===== src/rtl/player_action_ctrl_pkg.sv =====
// Shared types and widths for the player action scheduler, sprite mapper and HUD.
package player_action_ctrl_pkg;

    localparam int unsigned HEALTH_W = 7;
    localparam int unsigned DMG_W    = 4;
    localparam int unsigned STATE_W  = 3;
    localparam int unsigned GUARD_W  = 6;
    localparam int unsigned RC_W     = 4;
    localparam int unsigned HS_W     = 6;
    localparam int unsigned AGE_W    = 4;

    typedef enum logic [STATE_W-1:0] {
        ST_IDLE     = 3'd0,
        ST_ATTACK   = 3'd1,
        ST_RECOVERY = 3'd2,
        ST_HITSTUN  = 3'd3,
        ST_KO       = 3'd4
    } state_e;

    typedef enum logic {
        ATK_1 = 1'b0,
        ATK_2 = 1'b1
    } atk_id_e;

endpackage


===== src/rtl/player_action_ctrl_if.sv =====
// Command/status handshake between the action scheduler and the attack unit.
interface player_action_ctrl_if;
    logic atk1_start;
    logic atk2_start;
    logic atk_cancel;
    logic attack_busy;

    modport master (
        output atk1_start,
        output atk2_start,
        output atk_cancel,
        input  attack_busy
    );

    modport slave (
        input  atk1_start,
        input  atk2_start,
        input  atk_cancel,
        output attack_busy
    );
endinterface


===== src/rtl/player_action_ctrl_input_buffer_1.sv =====
// Button edge detection, attack-1 priority and a single aging buffered press.
module input_buffer_1
    import player_action_ctrl_pkg::*;
#(
    parameter int unsigned BUFFER_FRAMES = 6
) (
    input  logic    clk,
    input  logic    reset,
    input  logic    scen,
    input  logic    btn_atk1,
    input  logic    btn_atk2,
    input  logic    buf_load,
    input  logic    buf_clear,
    output logic    press_valid_c,
    output atk_id_e press_id_c
);

    logic             prev1_q, prev1_d;
    logic             prev2_q, prev2_d;
    logic             buf_valid_q, buf_valid_d;
    atk_id_e          buf_id_q, buf_id_d;
    logic [AGE_W-1:0] buf_age_q, buf_age_d;

    logic    press1_c, press2_c, fresh_c;
    atk_id_e fresh_id_c;

    // A fresh press beats the buffered one; the buffer only ages on frame strobes.
    always_comb begin
        press1_c   = btn_atk1 & ~prev1_q;
        press2_c   = btn_atk2 & ~prev2_q;
        fresh_c    = press1_c | press2_c;
        fresh_id_c = press1_c ? ATK_1 : ATK_2;

        press_valid_c = fresh_c | buf_valid_q;
        press_id_c    = fresh_c ? fresh_id_c : buf_id_q;

        prev1_d     = prev1_q;
        prev2_d     = prev2_q;
        buf_valid_d = buf_valid_q;
        buf_id_d    = buf_id_q;
        buf_age_d   = buf_age_q;

        if (scen) begin
            prev1_d = btn_atk1;
            prev2_d = btn_atk2;
            if (buf_clear) begin
                buf_valid_d = 1'b0;
                buf_age_d   = '0;
            end else if (buf_load && fresh_c) begin
                buf_valid_d = 1'b1;
                buf_id_d    = fresh_id_c;
                buf_age_d   = '0;
            end else if (buf_valid_q) begin
                buf_age_d   = buf_age_q + AGE_W'(1);
                buf_valid_d = (buf_age_d != AGE_W'(BUFFER_FRAMES));
            end
        end
    end

    always_ff @(posedge clk or posedge reset) begin
        if (reset) begin
            prev1_q     <= 1'b0;
            prev2_q     <= 1'b0;
            buf_valid_q <= 1'b0;
            buf_id_q    <= ATK_1;
            buf_age_q   <= '0;
        end else begin
            prev1_q     <= prev1_d;
            prev2_q     <= prev2_d;
            buf_valid_q <= buf_valid_d;
            buf_id_q    <= buf_id_d;
            buf_age_q   <= buf_age_d;
        end
    end

endmodule


===== src/rtl/player_action_ctrl.sv =====
// Per-player action scheduler: attack starts, recovery lockout, hit/hitstun/KO
// arbitration and health, all advanced on the frame strobe SCEN.
module player_action_ctrl
    import player_action_ctrl_pkg::*;
#(
    parameter int unsigned RECOVERY_FRAMES = 4,
    parameter int unsigned HITSTUN_FRAMES  = 12,
    parameter int unsigned BUFFER_FRAMES   = 6,
    parameter int unsigned ATK_TIMEOUT     = 40,
    parameter int unsigned MAX_HEALTH      = 100
) (
    input  logic                clk,
    input  logic                reset,
    input  logic                SCEN,
    input  logic                btn_atk1,
    input  logic                btn_atk2,
    input  logic                hit_taken,
    input  logic [DMG_W-1:0]    damage_in,
    input  logic                round_restart,
    player_action_ctrl_if.master atk_if,
    output logic                hurt,
    output logic                ko,
    output logic [HEALTH_W-1:0] health,
    output logic [STATE_W-1:0]  state
);

    state_e              state_q, state_d;
    logic [HEALTH_W-1:0] health_q, health_d;
    logic [GUARD_W-1:0]  guard_q, guard_d;
    logic                seen_q, seen_d;
    logic [RC_W-1:0]     rc_q, rc_d;
    logic [HS_W-1:0]     hs_q, hs_d;
    logic                atk1_start_q, atk1_start_d;
    logic                atk2_start_q, atk2_start_d;
    logic                atk_cancel_q, atk_cancel_d;
    logic                hurt_q, hurt_d;
    logic                ko_q, ko_d;

    logic                buf_load, buf_clear;
    logic                press_valid_c;
    atk_id_e             press_id_c;
    logic [HEALTH_W-1:0] dmg_c;

    input_buffer_1 #(
        .BUFFER_FRAMES (BUFFER_FRAMES)
    ) u_input_buffer (
        .clk           (clk),
        .reset         (reset),
        .scen          (SCEN),
        .btn_atk1      (btn_atk1),
        .btn_atk2      (btn_atk2),
        .buf_load      (buf_load),
        .buf_clear     (buf_clear),
        .press_valid_c (press_valid_c),
        .press_id_c    (press_id_c)
    );

    // Priority per frame: restart, KO hold, incoming hit, then the state's own sequencing.
    always_comb begin
        state_d      = state_q;
        health_d     = health_q;
        guard_d      = guard_q;
        seen_d       = seen_q;
        rc_d         = rc_q;
        hs_d         = hs_q;
        atk1_start_d = atk1_start_q;
        atk2_start_d = atk2_start_q;
        atk_cancel_d = atk_cancel_q;
        hurt_d       = hurt_q;
        ko_d         = ko_q;
        buf_load     = 1'b0;
        buf_clear    = 1'b0;
        dmg_c        = HEALTH_W'(damage_in);

        if (SCEN) begin
            atk1_start_d = 1'b0;
            atk2_start_d = 1'b0;
            atk_cancel_d = 1'b0;

            if (round_restart) begin
                health_d  = HEALTH_W'(MAX_HEALTH);
                state_d   = ST_IDLE;
                guard_d   = '0;
                seen_d    = 1'b0;
                rc_d      = '0;
                hs_d      = '0;
                buf_clear = 1'b1;
            end else if (state_q == ST_KO) begin
                buf_clear = 1'b1;
            end else if (hit_taken) begin
                health_d  = (health_q > dmg_c) ? (health_q - dmg_c) : '0;
                hs_d      = '0;
                buf_clear = 1'b1;
                state_d   = (health_d == '0) ? ST_KO : ST_HITSTUN;
                if (state_q == ST_ATTACK) begin
                    atk_cancel_d = 1'b1;
                end
            end else begin
                case (state_q)
                    ST_IDLE: begin
                        if (press_valid_c) begin
                            state_d   = ST_ATTACK;
                            guard_d   = '0;
                            seen_d    = 1'b0;
                            buf_clear = 1'b1;
                            if (press_id_c == ATK_1) begin
                                atk1_start_d = 1'b1;
                            end else begin
                                atk2_start_d = 1'b1;
                            end
                        end
                    end
                    ST_ATTACK: begin
                        buf_load = 1'b1;
                        guard_d  = guard_q + GUARD_W'(1);
                        if (atk_if.attack_busy) begin
                            seen_d = 1'b1;
                        end
                        // seen_q guards against exiting before the unit has acknowledged the start
                        if ((seen_q && !atk_if.attack_busy) ||
                            (guard_d == GUARD_W'(ATK_TIMEOUT))) begin
                            state_d = ST_RECOVERY;
                            rc_d    = '0;
                        end
                    end
                    ST_RECOVERY: begin
                        buf_load = 1'b1;
                        rc_d     = rc_q + RC_W'(1);
                        if (rc_d == RC_W'(RECOVERY_FRAMES)) begin
                            state_d = ST_IDLE;
                        end
                    end
                    ST_HITSTUN: begin
                        buf_clear = 1'b1;
                        hs_d      = hs_q + HS_W'(1);
                        if (hs_d == HS_W'(HITSTUN_FRAMES)) begin
                            state_d = ST_IDLE;
                        end
                    end
                    default: begin
                        state_d = ST_IDLE;
                    end
                endcase
            end

            hurt_d = (state_d == ST_HITSTUN);
            ko_d   = (state_d == ST_KO);
        end
    end

    always_ff @(posedge clk or posedge reset) begin
        if (reset) begin
            state_q      <= ST_IDLE;
            health_q     <= HEALTH_W'(MAX_HEALTH);
            guard_q      <= '0;
            seen_q       <= 1'b0;
            rc_q         <= '0;
            hs_q         <= '0;
            atk1_start_q <= 1'b0;
            atk2_start_q <= 1'b0;
            atk_cancel_q <= 1'b0;
            hurt_q       <= 1'b0;
            ko_q         <= 1'b0;
        end else begin
            state_q      <= state_d;
            health_q     <= health_d;
            guard_q      <= guard_d;
            seen_q       <= seen_d;
            rc_q         <= rc_d;
            hs_q         <= hs_d;
            atk1_start_q <= atk1_start_d;
            atk2_start_q <= atk2_start_d;
            atk_cancel_q <= atk_cancel_d;
            hurt_q       <= hurt_d;
            ko_q         <= ko_d;
        end
    end

    assign atk_if.atk1_start = atk1_start_q;
    assign atk_if.atk2_start = atk2_start_q;
    assign atk_if.atk_cancel = atk_cancel_q;
    assign hurt              = hurt_q;
    assign ko                = ko_q;
    assign health            = health_q;
    assign state             = state_q;

endmodule


===== src/flat_wrapper.sv =====
// flat-port wrapper written by rule: the top's interface ports become plain ports
module player_action_ctrl_flat import player_action_ctrl_pkg::*;
#(
    parameter int unsigned RECOVERY_FRAMES = 4,
    parameter int unsigned HITSTUN_FRAMES  = 12,
    parameter int unsigned BUFFER_FRAMES   = 6,
    parameter int unsigned ATK_TIMEOUT     = 40,
    parameter int unsigned MAX_HEALTH      = 100
)
  (clk, reset, SCEN, btn_atk1, btn_atk2, hit_taken, damage_in, round_restart, hurt, ko, health, state, atk_if_atk1_start, atk_if_atk2_start, atk_if_atk_cancel, atk_if_attack_busy);
  player_action_ctrl_if atk_if_i ();
  input  logic clk;
  input  logic reset;
  input  logic SCEN;
  input  logic btn_atk1;
  input  logic btn_atk2;
  input  logic hit_taken;
  input  logic [DMG_W-1:0] damage_in;
  input  logic round_restart;
  output logic hurt;
  output logic ko;
  output logic [HEALTH_W-1:0] health;
  output logic [STATE_W-1:0] state;
  output wire logic [$bits(atk_if_i.atk1_start)-1:0] atk_if_atk1_start;
  output wire logic [$bits(atk_if_i.atk2_start)-1:0] atk_if_atk2_start;
  output wire logic [$bits(atk_if_i.atk_cancel)-1:0] atk_if_atk_cancel;
  input wire logic [$bits(atk_if_i.attack_busy)-1:0] atk_if_attack_busy;
  assign atk_if_atk1_start = atk_if_i.atk1_start;
  assign atk_if_atk2_start = atk_if_i.atk2_start;
  assign atk_if_atk_cancel = atk_if_i.atk_cancel;
  assign atk_if_i.attack_busy = atk_if_attack_busy;
  player_action_ctrl #(.RECOVERY_FRAMES(RECOVERY_FRAMES), .HITSTUN_FRAMES(HITSTUN_FRAMES), .BUFFER_FRAMES(BUFFER_FRAMES), .ATK_TIMEOUT(ATK_TIMEOUT), .MAX_HEALTH(MAX_HEALTH)) u_core (.clk(clk), .reset(reset), .SCEN(SCEN), .btn_atk1(btn_atk1), .btn_atk2(btn_atk2), .hit_taken(hit_taken), .damage_in(damage_in), .round_restart(round_restart), .atk_if(atk_if_i), .hurt(hurt), .ko(ko), .health(health), .state(state));
endmodule

===== config.mk =====
export PLATFORM = sky130hd
export DESIGN_NAME = player_action_ctrl_flat
export DESIGN_NICKNAME = d
export VERILOG_FILES = /design/src/rtl/player_action_ctrl_pkg.sv /design/src/rtl/player_action_ctrl_if.sv /design/src/rtl/player_action_ctrl_input_buffer_1.sv /design/src/rtl/player_action_ctrl.sv /design/src/flat_wrapper.sv
export SDC_FILE = /design/constraint.sdc
export NUM_CORES = 1
export LEC_CHECK = 0
export BUFFER_PORTS_ARGS = -buffer_cell sky130_fd_sc_hd__buf_4
export CAP_MARGIN = 20
export CORE_UTILIZATION = 53
export CTS_CLUSTER_DIAMETER = 80
export DETAILED_ROUTE_END_ITERATION = 8
export PLACE_DENSITY = 0.73
export SLEW_MARGIN = 5
export SYNTH_ARGS = -nofsm -noshare
export SYNTH_HDL_FRONTEND = slang
export SYNTH_SLANG_ARGS = --single-unit

===== constraint.sdc =====
create_clock -name clk -period 3.4 [get_ports clk]
set_clock_uncertainty 0.2 [all_clocks]
set_input_delay 0.34 -clock clk [delete_from_list [all_inputs] [get_ports clk]]
set_output_delay 0.34 -clock clk [all_outputs]
set_load 0.02 [all_outputs]

==> results.toml <==
[hold_path]
holdPathStages = 2
min_from = "btn_atk2"
hp-class = "input pin to flip-flop"
holdPathEnd = "u_core.u_input_buffer.prev2_q$_DFFE_PP0P_"

[cells_and_area]
nets = 326
antenna_cells = 0
drive_above_1_share_pct = 16.4
design_area_um2 = 2870
area_growth_syn_to_layout_pct = 16.3
final_util_pct = 65.1
most-common-layout-cells = "37 x dfrtp_1, 27 x o21ai_0, 27 x buf_4, 26 x nand2_1, 25 x nor2_1"
final_common_cell = "dfrtp_1"
fin_cells = 356

[clocking]
clock_sinks = 40
cts_buffers = 5
path_clk_slew_ns = 0.08
clk_latency_ns = 0.30
ctsResizeCount = 0
cts-root-buf = "clkbuf_8"
cts_setup_buffers = 0
cts_tree = "yes"
clockBufferDepth = 2
cts_htree_levels = 2

[power_and_ir_drop]
seq_power_share_pct = 39.4
power_frac_comb_pct = 23.7
p_clk_share_pct = 37.0
netSwitchingFraction_pct = 29.6
p_leak_nw = 1.28
power_mw = 1.47
netSwitchingPower_mw = 0.436
vdd_drop_max_mv = 0.308
p_int_mw = 1.04
power_density_nw_per_um2 = 512

[yosys]
synth-edff-count = 0
ys_seq_elements = 40
postSynthCellCount = 276
mappedNetlistNets = 299
synth_area_um2 = 2470
yosysWarnings = 0
yosys.area.top_type = "dfrtp_1"
avgSynthCellArea_um2 = 8.95
synth.distinct_cells = 57
synthArstFlopShare_pct = 100
synth_area_leaders = "dfrtp_1 37%, o21ai_0 5.5%, ha_1 5.1%"
synth_top_area_share_pct = 37.5
yosys_most_used_dff = "dfrtp_1"
synth-seq-area-share_pct = 40.7

[worst_setup_path]
path_common_cell = "inv_1"
crit_path_start_kind = "flip-flop"
worstRegToRegCells = 10
cp_num_cells = 10
critPathSlowestCell = "fa_1"
worstSetupStartpoint = "u_core.health[0]$_DFFE_PP0P_"
critPathMaxStageDelay_ns = 0.48
path_class = "flip-flop to flip-flop"
crit_buf_inv = 2
regToRegStartpoint = "u_core.health[0]$_DFFE_PP0P_"
crit_path_end_kind = "flip-flop"
worstPathRequired_ns = 3.38
cp_max_fo = 5
critical_path_arrival_ns = 2.65
r2r-end = "u_core.hurt$_DFFE_PP0P_"
r2r_slack_ns = 0.73
cp_top_family = "compound AO/OA/AOI/OAI gates"
crit_chain = "inv_1 > ha_1 > inv_1 > fa_1 > nor2b_1 > nor3_1 > o2111ai_1 > a2111oi_0 > a221o_2 > o32ai_1"

[grt]
gr-total-overflow = 0
grt_pass1_wl_um = 9470
grt_pass1_vias = 2038
grt_max_degree = 41
grt_use_total_pct = 23.9
grt_antenna_before_repair = 0

[placed_design]
place_inst = 347
placedInstanceArea_um2 = 2700
io_buffers = 26
place_congestion = 0.848
dp_hpwl_um = 3840

[job]
max_cap_violations = 0

[die]
die_y_um = 70.3
die_area_um2 = 4940
die_x_um = 70.3
io_pins = 27
rows = 24
start_util_pct = 56.0
coreArea_um2 = 4410

[sta]
setup_violations = 0
worst_pin_slew_ns = 0.858
hold_viol = 0
period_share_pct = 78.6
rsz0062_at_grt = "false"
slew_viol_final = 0
fin_tns_setup_ns = 0
period_minus_slack_ns = 2.67
max_freq_mhz = 374
relSlewSlack_pct = 42.3

[detailed_routing]
wl_um = 5430
via_per_inst = 6.15
drt_iter0_drc = 201
vias = 2191
drc = 0
ant_nets = 0
firstDrtPassIters = 4
post_drt_wl_per_cell_um = 15.3

[run_status]
outcome = "finished, final reports clean"
## state kept, by name, summed over array words and instances (netlist names), 3 cells and up
name and count:
u_core.state 3, u_core.rc_q 4, u_core.hs_q 6, u_core.health 7, u_core.u_input_buffer.buf_age_q 4, u_core.guard_q 6
## power groups by stage
stage,clock [mW],sequential [mW],combinational (mW)
floorplan,0,0.589,0.240
global placement,0,0.586,0.343
detailed placement,0,0.588,0.346
CTS,0.552,0.579,0.348
global route,0.567,0.588,0.387
finish,0.544,0.580,0.348
## repair_timing
item                       4_1_cts  5_1_grt
hold buffers                     1        0
hold endpoints to repair        37        0
setup endpoints to repair        0        0
## synth_stat cells (3+ instances only)
master and instances:
o2bb2ai_1 4, o31ai_1 5, nand4_1 3, a31oi_1 5, ha_1 10, nor3_1 7, nand2_1 26, nor4_1 3
clkbuf_1 4, o22ai_1 4, buf_2 3, nand2b_1 6, or3_1 3, nand3_1 11, dfstp_2 3, o21ai_0 27
a21oi_1 9, nor3b_1 3, inv_1 17, nor2b_1 6, dfrtp_1 37, xnor2_1 5, o32ai_1 3, o22a_1 3
nor2_1 25, mux2_2 3
## metrics by stage
step	hold WS (ns)	setup WS, ns
detailed placement	0.274	0.723
global route	0.0781	0.371
CTS	0.0709	0.717
finish	0.0801	0.729
global placement	0.269	0.823
floorplan	0.251	0.849
## layer usage
| layer | global-route usage, % | share of wire, % | up-vias |
|---|---|---|---|
| li1 | - | - | 1068 |
| met4 | 10.0 | 1.7 | 0 |
| met3 | 4.33 | 4.4 | 8 |
| met5 | 0 | 0 | - |
| met1 | 33.8 | 48 | 1051 |
| met2 | 36.1 | 45 | 64 |
## worst max path at each step
| stage | endpoint | slack [ns] |
|---|---|---|
| 2_1_floorplan | u_core.hurt$_DFFE_PP0P_ | 0.85 |
| 3_3_place_gp | u_core.state[1]$_DFFE_PP0P_ | 0.82 |
| 3_5_place_dp | u_core.hurt$_DFFE_PP0P_ | 0.72 |
| 4_1_cts | u_core.state[1]$_DFFE_PP0P_ | 0.72 |
| 5_1_grt | u_core.hurt$_DFFE_PP0P_ | 0.37 |
| 6_report | u_core.hurt$_DFFE_PP0P_ | 0.73 |
## final cells by class
type	count	area, µm²
well taps	52	65.1
fillers	389	1540
inverters	17	63.8
clock inverters	3	90.1
clock buffers	5	68.8
flip-flops and latches	40	1000
multi-input cells	211	1370
repair buffers	28	213
## logic make-up (layout without fill, tap and decap cells)
group / after synthesis / in the layout / share of synthesized area, %
compound gates: 87 / 87 / 24.8
xor+xnor: 7 / 7 / 2.48
fa+ha+maj: 11 / 11 / 5.87
buf+inv: 25 / 53 / 4.00
flops: 40 / 40 / 40.7
mux: 5 / 5 / 2.18
simple gates: 101 / 101 / 20.1
## worst register-to-register path, cell delays in order, from the launching register on
cell,delay (ns)
dfrtp_1,0.39
inv_1,0.08
ha_1,0.19
inv_1,0.06
fa_1,0.48
nor2b_1,0.18
nor3_1,0.18
o2111ai_1,0.11
a2111oi_0,0.30
a221o_2,0.28
o32ai_1,0.10
No activity file was read; power rests on OpenSTA's default activity.
